[config.mk]
export PLATFORM = sky130hd
export DESIGN_NAME = uart_tx_param_flat
export DESIGN_NICKNAME = d
export VERILOG_FILES = /design/src/rtl/uart_pkg.sv /design/src/rtl/uart_tx_param_if.sv /design/src/rtl/uart_baud_gen.sv /design/src/rtl/uart_tx_param.sv /design/src/flat_wrapper.sv
export SDC_FILE = /design/constraint.sdc
export NUM_CORES = 1
export LEC_CHECK = 0
export CAP_MARGIN = 20
export CELL_PAD_IN_SITES_DETAIL_PLACEMENT = 1
export CELL_PAD_IN_SITES_GLOBAL_PLACEMENT = 1
export CORE_MARGIN = 3
export CORE_UTILIZATION = 46
export CTS_CLUSTER_SIZE = 8
export DETAILED_ROUTE_END_ITERATION = 10
export HOLD_SLACK_MARGIN = 0.06
export PLACE_DENSITY_LB_ADDON = 0.15
export SYNTH_ARGS = -nofsm -noshare
export SYNTH_HDL_FRONTEND = slang
export SYNTH_HIERARCHICAL = 1
export SYNTH_SLANG_ARGS = --single-unit
[constraint.sdc]
create_clock -name clk -period 3.4 [get_ports clk]
set_input_delay 0.85 -clock clk [delete_from_list [all_inputs] [get_ports clk]]
set_output_delay 0.85 -clock clk [all_outputs]
set_load 0.01 [all_outputs]
[src/rtl/uart_pkg.sv]
// Shared types and constants for the parameterised UART transmitter.
// UART_TX_PARITY_EN adds the PARITY state to the state enum.
package uart_pkg;

  localparam int unsigned UART_CLK_DIV_DEF = 5000;

  localparam int unsigned PAR_NONE = 0;
  localparam int unsigned PAR_EVEN = 1;
  localparam int unsigned PAR_ODD  = 2;

  typedef enum logic [2:0] {
    ST_IDLE   = 3'd0,
    ST_START  = 3'd1,
    ST_DATA   = 3'd2,
`ifdef UART_TX_PARITY_EN
    ST_PARITY = 3'd3,
`endif
    ST_STOP   = 3'd4
  } uart_state_e;

endpackage

[src/rtl/uart_tx_param_if.sv]
// Request/holding-register handshake between a producer and uart_tx_param.
interface uart_tx_param_if #(
  parameter int unsigned DATA_W = 8
);
  logic [DATA_W-1:0] data_in;
  logic              en_data_in;
  logic              tx_ready;

  modport master (output data_in, output en_data_in, input tx_ready);
  modport slave  (input data_in, input en_data_in, output tx_ready);
endinterface

[src/rtl/uart_baud_gen.sv]
// Bit-period counter: runs 0..CLK_DIV-1 and wraps; bit_end is high on the
// last cycle of each bit, clear holds the counter at zero.
module uart_baud_gen
  import uart_pkg::*;
#(
  parameter int unsigned CLK_DIV = UART_CLK_DIV_DEF
) (
  input  logic clk,
  input  logic res,
  input  logic clear,
  output logic bit_end,
  output logic bit_end_next_c
);
  localparam int unsigned CNT_W = $clog2(CLK_DIV);
  localparam logic [CNT_W-1:0] LAST = CNT_W'(CLK_DIV - 1);

  logic [CNT_W-1:0] cnt_q, cnt_d;

  always_comb begin
    cnt_d = cnt_q + CNT_W'(1);
    if (clear || (cnt_q == LAST)) cnt_d = '0;
  end

  assign bit_end_next_c = (cnt_d == LAST);

  always_ff @(posedge clk or negedge res) begin
    if (!res) begin
      cnt_q   <= '0;
      bit_end <= 1'b0;
    end else begin
      cnt_q   <= cnt_d;
      bit_end <= bit_end_next_c;
    end
  end

endmodule

[src/rtl/uart_tx_param.sv]
// Parameterised UART transmitter with a one-word holding register.
// Define UART_TX_PARITY_EN to honour PARITY (adds the parity bit and state).
module uart_tx_param
  import uart_pkg::*;
#(
  parameter int unsigned CLK_DIV   = UART_CLK_DIV_DEF,
  parameter int unsigned DATA_W    = 8,
  parameter int unsigned STOP_BITS = 1,
  parameter int unsigned PARITY    = PAR_NONE
) (
  input  logic           clk,
  input  logic           res,
  uart_tx_param_if.slave bus,
  output logic           busy,
  output logic           done,
  output logic           TX
);
  localparam int unsigned IDX_W = 3;

  if (CLK_DIV < 2 || CLK_DIV > 8191 || DATA_W < 5 || DATA_W > 8 ||
      STOP_BITS < 1 || STOP_BITS > 2 || PARITY > PAR_ODD) begin : g_bad_cfg
    $error("uart_tx_param: unsupported parameter set");
  end

  uart_state_e       state_q, state_d;
  logic [IDX_W-1:0]  bit_idx_q, bit_idx_d;
  logic [DATA_W-1:0] shreg_q, shreg_d;
  logic [DATA_W-1:0] hold_q, hold_d;
  logic              hold_empty_q, hold_empty_d;
  logic              tx_q, tx_d;
  logic              busy_q, busy_d;
  logic              done_q, done_d;
  logic              accept, unload;
  logic              bit_end, bit_end_next_c;

`ifdef UART_TX_PARITY_EN
  localparam bit PAR_ON  = (PARITY != PAR_NONE);
  localparam bit PAR_INV = (PARITY == PAR_ODD);
  logic par_q, par_d;
`endif

  // Counter is held at zero while idle so every frame starts on a fresh bit.
  uart_baud_gen #(.CLK_DIV(CLK_DIV)) u_baud (
    .clk            (clk),
    .res            (res),
    .clear          (state_q == ST_IDLE),
    .bit_end        (bit_end),
    .bit_end_next_c (bit_end_next_c)
  );

  always_comb begin
    state_d      = state_q;
    bit_idx_d    = bit_idx_q;
    shreg_d      = shreg_q;
    hold_d       = hold_q;
    hold_empty_d = hold_empty_q;
    tx_d         = tx_q;
    busy_d       = busy_q;
    unload       = 1'b0;
    accept       = bus.en_data_in & hold_empty_q;
`ifdef UART_TX_PARITY_EN
    par_d        = par_q;
`endif

    case (state_q)
      ST_IDLE: begin
        if (!hold_empty_q) begin
          unload  = 1'b1;
          state_d = ST_START;
          tx_d    = 1'b0;
          busy_d  = 1'b1;
        end
      end
      ST_START: begin
        if (bit_end) begin
          state_d   = ST_DATA;
          bit_idx_d = '0;
          tx_d      = shreg_q[0];
          shreg_d   = shreg_q >> 1;
        end
      end
      ST_DATA: begin
        if (bit_end) begin
          if (bit_idx_q == IDX_W'(DATA_W - 1)) begin
            bit_idx_d = '0;
`ifdef UART_TX_PARITY_EN
            if (PAR_ON) begin
              state_d = ST_PARITY;
              tx_d    = par_q;
            end else begin
              state_d = ST_STOP;
              tx_d    = 1'b1;
            end
`else
            state_d = ST_STOP;
            tx_d    = 1'b1;
`endif
          end else begin
            bit_idx_d = bit_idx_q + IDX_W'(1);
            tx_d      = shreg_q[0];
            shreg_d   = shreg_q >> 1;
          end
        end
      end
`ifdef UART_TX_PARITY_EN
      ST_PARITY: begin
        if (bit_end) begin
          state_d   = ST_STOP;
          bit_idx_d = '0;
          tx_d      = 1'b1;
        end
      end
`endif
      ST_STOP: begin
        if (bit_end) begin
          if (bit_idx_q == IDX_W'(STOP_BITS - 1)) begin
            // A held word starts straight after the last stop bit.
            if (!hold_empty_q) begin
              unload  = 1'b1;
              state_d = ST_START;
              tx_d    = 1'b0;
            end else begin
              state_d = ST_IDLE;
              busy_d  = 1'b0;
            end
          end else begin
            bit_idx_d = bit_idx_q + IDX_W'(1);
          end
        end
      end
      default: begin
        state_d = ST_IDLE;
        tx_d    = 1'b1;
        busy_d  = 1'b0;
      end
    endcase

    if (unload) begin
      shreg_d      = hold_q;
      hold_empty_d = 1'b1;
`ifdef UART_TX_PARITY_EN
      par_d        = (^hold_q) ^ PAR_INV;
`endif
    end
    // Accept after unload so a same-edge refill keeps the register full.
    if (accept) begin
      hold_d       = bus.data_in;
      hold_empty_d = 1'b0;
    end

    done_d = (state_d == ST_STOP) && (bit_idx_d == IDX_W'(STOP_BITS - 1)) &&
             bit_end_next_c;
  end

  always_ff @(posedge clk or negedge res) begin
    if (!res) begin
      state_q      <= ST_IDLE;
      bit_idx_q    <= '0;
      shreg_q      <= '0;
      hold_q       <= '0;
      hold_empty_q <= 1'b1;
      tx_q         <= 1'b1;
      busy_q       <= 1'b0;
      done_q       <= 1'b0;
    end else begin
      state_q      <= state_d;
      bit_idx_q    <= bit_idx_d;
      shreg_q      <= shreg_d;
      hold_q       <= hold_d;
      hold_empty_q <= hold_empty_d;
      tx_q         <= tx_d;
      busy_q       <= busy_d;
      done_q       <= done_d;
    end
  end

`ifdef UART_TX_PARITY_EN
  always_ff @(posedge clk or negedge res) begin
    if (!res) par_q <= 1'b0;
    else      par_q <= par_d;
  end
`endif

  assign bus.tx_ready = hold_empty_q;
  assign busy         = busy_q;
  assign done         = done_q;
  assign TX           = tx_q;

endmodule

[src/flat_wrapper.sv]
// flat-port wrapper written by rule: the top's interface ports become plain ports
module uart_tx_param_flat import uart_pkg::*;
#(
  parameter int unsigned CLK_DIV   = UART_CLK_DIV_DEF,
  parameter int unsigned DATA_W    = 8,
  parameter int unsigned STOP_BITS = 1,
  parameter int unsigned PARITY    = PAR_NONE
)
  (clk, res, busy, done, TX, bus_data_in, bus_en_data_in, bus_tx_ready);
  uart_tx_param_if #(.DATA_W(DATA_W)) bus_i ();
  input  logic clk;
  input  logic res;
  output logic busy;
  output logic done;
  output logic TX;
  input wire logic [$bits(bus_i.data_in)-1:0] bus_data_in;
  input wire logic [$bits(bus_i.en_data_in)-1:0] bus_en_data_in;
  output wire logic [$bits(bus_i.tx_ready)-1:0] bus_tx_ready;
  assign bus_i.data_in = bus_data_in;
  assign bus_i.en_data_in = bus_en_data_in;
  assign bus_tx_ready = bus_i.tx_ready;
  uart_tx_param #(.CLK_DIV(CLK_DIV), .DATA_W(DATA_W), .STOP_BITS(STOP_BITS), .PARITY(PARITY)) u_core (.clk(clk), .res(res), .bus(bus_i), .busy(busy), .done(done), .TX(TX));
endmodule
; ---- Word-level counts from Yosys, hierarchy flattened
; Cells that the tools add are included.
[word_totals]
input_bits = 11
output_inout_bits = 4
elab_cells = 80
reg_bits = 40
[op_classes]
eq_ne = 16
bitwise_logic = 2
addsub = 2
n_mux = 38
reduce_logical = 12
[op_table]
columns = op, count
row1 = $mux 3, 11
row2 = $mux 8, 4
row3 = $eq 13x13->1 const B, 2
row4 = $mux 1, 16
row5 = $pmux 8 s2, 1
row6 = $add 13x1->13 const B, 1
row7 = $mux 13, 1
row8 = $pmux 3 s4, 1
row9 = $eq 3x3->1 const B, 3
row10 = $logic_not 3->1, 3
row11 = $ne 3x2->1 const B, 3
row12 = $pmux 3 s3, 1
row13 = $ne 2x2->1 const B, 4
row14 = $reduce_and 4->1, 2
row15 = $reduce_and 5->1, 1
row16 = $ne 2x1->1 const B, 2
row17 = $pmux 1 s4, 1
row18 = $add 3x1->3 const B, 1
row19 = $eq 3x1->1 const B, 1
row20 = $eq 3x2->1 const B, 1
row21 = $pmux 1 s3, 1
row22 = $reduce_bool 3->1, 1
row23 = $logic_and 1x1->1, 2
row24 = $pmux 1 s2, 1
row25 = other kinds (5), 5

; ---- Logic depth before layout (Yosys ltp)
[logic_depth]
depth_word = 7
ltp_mapped = 10
mapped_depth_nobuf = 9

; ---- Cells and area by module
; Netlist, hierarchy kept.
[by_module_without_submodules]
columns = module, cells_per_inst, instances, seq_area_each_um2, area_per_inst_um2
row1 = uart_tx_param, 134, 1, 653.1, 1395.1
row2 = uart_baud_gen, 73, 1, 350.3, 709.4

; ---- Worst setup path after synthesis
; No wires, ideal clock.
[synth_timing]
kind = reg2reg
start = register u_core.u_baud.cnt_q[3]
end = register u_core.done_q (netlist: u_core/done)
n_path_buf = 0
slack_ns = 1.026
synth_period_minus_slack_ns = 2.374
path_stages_with_launch = 7
setup_time_ns = 0.096
arrival_time_ns = 2.279
required_time_ns = 3.304
path_cell_list = dfrtp_1 or4_1 or4_1 or4_1 and4bb_2 nand3b_1 nor4_2
[synth_via]
elab_chain_cells = 5
elab_cells_between_ends = 6
classes_between = add/sub: 1 / eq/ne: 2 / mux: 1 / reduce/logical: 2
[synth_lines]
columns = element, line_no
row1 = "start, declared", uart_baud_gen.sv:17  ; logic [CNT_W-1:0] cnt_q, cnt_d;
row2 = "start signal, assigned", uart_baud_gen.sv:31  ; cnt_q <= cnt_d;
row3 = "parallel branches: the longest is 2 deep, another holds $add 13x1->13", -
row4 = $mux 13 *, uart_baud_gen.sv:21  ; if (clear || (cnt_q == LAST)) cnt_d = '0;
row5 = $eq 13x13->1 *, uart_baud_gen.sv:24  ; assign bit_end_next_c = (cnt_d == LAST);
row6 = via u_core.bit_end_next_c, uart_tx_param.sv:34  ; logic bit_end, bit_end_next_c;
row7 = $logic_and 1x1->1 *, uart_tx_param.sv:151  ; done_d = (state_d == ST_STOP) && (bit_idx_d == IDX_W'(STOP_BITS - 1)) &&
row8 = via u_core.done_d, uart_tx_param.sv:32  ; logic done_q, done_d;
row9 = "end signal, assigned", uart_tx_param.sv:173  ; done_q <= done_d;
row10 = "end, declared", uart_tx_param.sv:32
; Mark *: on every way through the listed nets, which the timed path passes.
; A chain may end at the register's enable or synchronous reset.

; ---- Worst setup path in the final report
; Same ends and word-level chain as after synthesis.

==> reports/qor.yml <==
status:
  status: "complete, no violations"
global_routing:
  grt_pass1_vias: 1671
  antenna_found_initial: 0
  grt_first_pass_wirelength_um: 7620
  track_usage: 0.181
  grt_max_degree: 41
  overflow: 0
detailed_routing:
  first_pass_iters: 4
  drt-total-wl_um: 4360
  drc: 0
  wire_per_inst_um: 16.0
  num_vias: 1565
  vias_per_cell: 5.75
  ant_nets: 0
  drtIter0Drc: 62
finish:
  antennaDiodeCount: 0
  final_layout_size_suffix_gt1_frac: 0.144
  final_cells: 272
  syn_to_final_growth_pct: 11.8
  nets: 236
timing:
  min_period_ns: 2.55
  worst_pin_slew_ns: 0.882
  setup_violations: 0
  slew_headroom: 0.412
  drv_slew: 0
  tns_ns: 0
  fin_crit_sh: 0.751
  clock_skew_ns: 0.00484
  rsz0062_at_grt: "no"
  max_freq_mhz: 392
  finalHoldViolCount: 0
synth:
  yosysTopAreaCell: "dfrtp_1"
  ys_ff_latch: 40
  synthTopCellsByArea: "dfrtp_1 45%, nor2_1 5.4%, mux2_2 4.3%, a21oi_1 2.9%, mux2i_1 2.9%"
  synth_ff_type: "dfrtp_1"
  synth_edf_count: 0
  syn_nets: 222
  synth_area_sq_um: 2100
  ys_types: 53
  yosysWarnings: 6
  synthCells: 207
  post-synth-top-area-fraction: 0.452
  async_reset_ff_frac: 1.00
  ys_seq_area_frac: 0.477
  avgSynthCellArea_sq_um: 10.2
die:
  rows: 23
  die_area_sq_um: 5420
  ios: 15
  fp.dieW_um: 73.6
  initial_core_util: 0.501
  die_h_um: 73.6
  core_sq_um: 4200
cts:
  clock_tree.buffer_depth: 2
  clkLatencyLatePin_ns: 0.29
  cts-root-buf: "clkbuf_8"
  cts_sinks: 40
  cts_hold_buf: 0
  cts_tree: "yes"
  htreeDepth: 2
  cts_buffers: 5
  clkSlewWorstSetupHoldPaths_ns: 0.08
  cts-resized-gates: 0
  cts.repair_timing.setup_buffer_count: 0
run:
  maxCapViolations: 0
placement:
  place_hpwl_um: 3310
  dp_cells: 264
  io_buffers: 14
  gp_congestion: 0.858
power:
  power.density_nw_per_um2: 363
  p_leak_nw: 0.969
  ir_drop_mv: 0.297
critical_path:
  cp_max_fo: 6
  setup.worst_path.start_class: "register"
  worstPathArrival_ns: 2.75
  end_kind: "register"
  worst_ep_required_time_ns: 3.60
  critPathKind: "register to register"
hold_path:
  hold_path_class: "register to register"
## final timing paths
kind	startpoint	to	slack, ns	cells past startpoint
worst max register to register	u_core/u_baud/cnt_q[3]$_DFF_PN0_	u_core/done$_DFF_PN0_	0.85	6
worst max-delay path	u_core/u_baud/cnt_q[3]$_DFF_PN0_	u_core/done$_DFF_PN0_	0.85	6
worst min register to register	u_core/hold_q[7]$_DFFE_PN0P_	u_core/shreg_q[7]$_DFFE_PN0P_	0.48	2
worst min-delay path	u_core/hold_q[7]$_DFFE_PN0P_	u_core/shreg_q[7]$_DFFE_PN0P_	0.48	2
max in group asynchronous	res	u_core/shreg_q[2]$_DFFE_PN0P_	2.17	1
min in group asynchronous	res	u_core/u_baud/cnt_q[7]$_DFF_PN0_	0.68	1
## synthesized netlist by cell type (all sizes together) (4+ instances only)
| library cell | count |
|---|---|
| nand2 | 12 |
| nor2 | 31 |
| inv | 10 |
| dfrtp | 38 |
| nand3 | 4 |
| nor4 | 4 |
| xor2 | 4 |
| nor3 | 5 |
| mux2 | 8 |
| a21oi | 12 |
| xnor2 | 5 |
| nand2b | 4 |
| buf | 7 |
| ha | 4 |
| mux2i | 6 |
| o21ai | 10 |
## routing by layer
layer | wire length (um) | global-route usage | up-vias
met3 | 161 | 0.0328 | 5
li1 | - | - | 760
met5 | 0 | 0 | -
met1 | 1940 | 0.222 | 776
met2 | 2220 | 0.324 | 24
met4 | 40 | 0.0523 | 0
## placed cells by master (no fill, tap or decap), types with 2 or more instances in the layout
cell / Yosys / routed
a211oi_1: 2 / 2
a21o_1: 2 / 2
a21oi_1: 12 / 12
buf_4: 5 / 2
clkbuf_8: 0 / 6
clkdlybuf4s50_1: 0 / 13
dfrtp_1: 38 / 38
dfstp_2: 2 / 2
ha_1: 4 / 4
inv_1: 9 / 9
mux2_2: 8 / 8
mux2i_1: 6 / 6
nand2_1: 12 / 12
nand2b_1: 3 / 3
nand3_1: 4 / 4
nand4_1: 3 / 3
nand4b_1: 2 / 2
nor2_1: 30 / 30
nor2b_1: 2 / 2
nor3_1: 5 / 5
nor4_1: 3 / 3
o21ai_0: 7 / 7
o21ai_1: 3 / 3
o31a_1: 2 / 2
o41ai_1: 2 / 2
or3_1: 2 / 2
or4_1: 3 / 3
xnor2_1: 5 / 5
xor2_1: 4 / 4
## logic make-up after synthesis
kind of cell,count (synthesis),share of synthesized area
xor gates and xnor gates,9,0.0375
muxes,14,0.0713
adders and majority gates,4,0.0238
DFF,40,0.477
buffers and inverters,19,0.0470
and+or+nand+nor,82,0.215
AOI/OAI and AO/OA,39,0.129
## per-stage QoR
| step | area [sq um] | worst slack (ns) | power, mW | hold slack (ns) | util |
|---|---|---|---|---|---|
| 6_report | 2350 | 0.848 | 0.853 | 0.484 | 0.560 |
| 5_1_grt | 2350 | 0.699 | 0.890 | 0.529 | 0.560 |
| 4_1_cts | 2350 | 0.839 | 0.869 | 0.491 | 0.560 |
| 3_5_place_dp | 2260 | 0.859 | 0.534 | 0.474 | 0.537 |
| 3_3_place_gp | 2260 | 0.935 | 0.531 | 0.469 | 0.537 |
| 2_1_floorplan | 2100 | 1.03 | 0.510 | 0.449 | - |
## final cells by class
class                      count  area [sq um]
timing repair buffer          16           150
multi-input combinational    148          1000
fill                         466          1850
clock inverter                 2          13.8
sequential                    40          1000
inverter                      10          37.5
tap                           50          62.6
clock buffer                   6          82.6
## critical path, cell delays in order (launching register included)
cell and delay, ns:
dfrtp_1 0.45, or4_1 0.56, or4_1 0.47, or4_1 0.40, and4bb_2 0.33, nand3b_1 0.10
nor4_2 0.16
## flip-flops by register name (all words and copies together) (netlist names), 3 cells and up
register / cells
u_core/hold_q: 8
u_core/shreg_q: 8
u_core/u_baud/cnt_q: 13
u_core/state_q: 3
u_core/bit_idx_q: 3
## power breakdown
group | internal, mW | total (mW) | switching [mW] | leakage (nW)
registers | 0.486 | 0.492 | 0.00577 | 0.519
logic | 0.0176 | 0.0311 | 0.0135 | 0.398
clock network | 0.166 | 0.330 | 0.164 | 0.0516
Note: power is estimated with default switching activity, not from simulation.
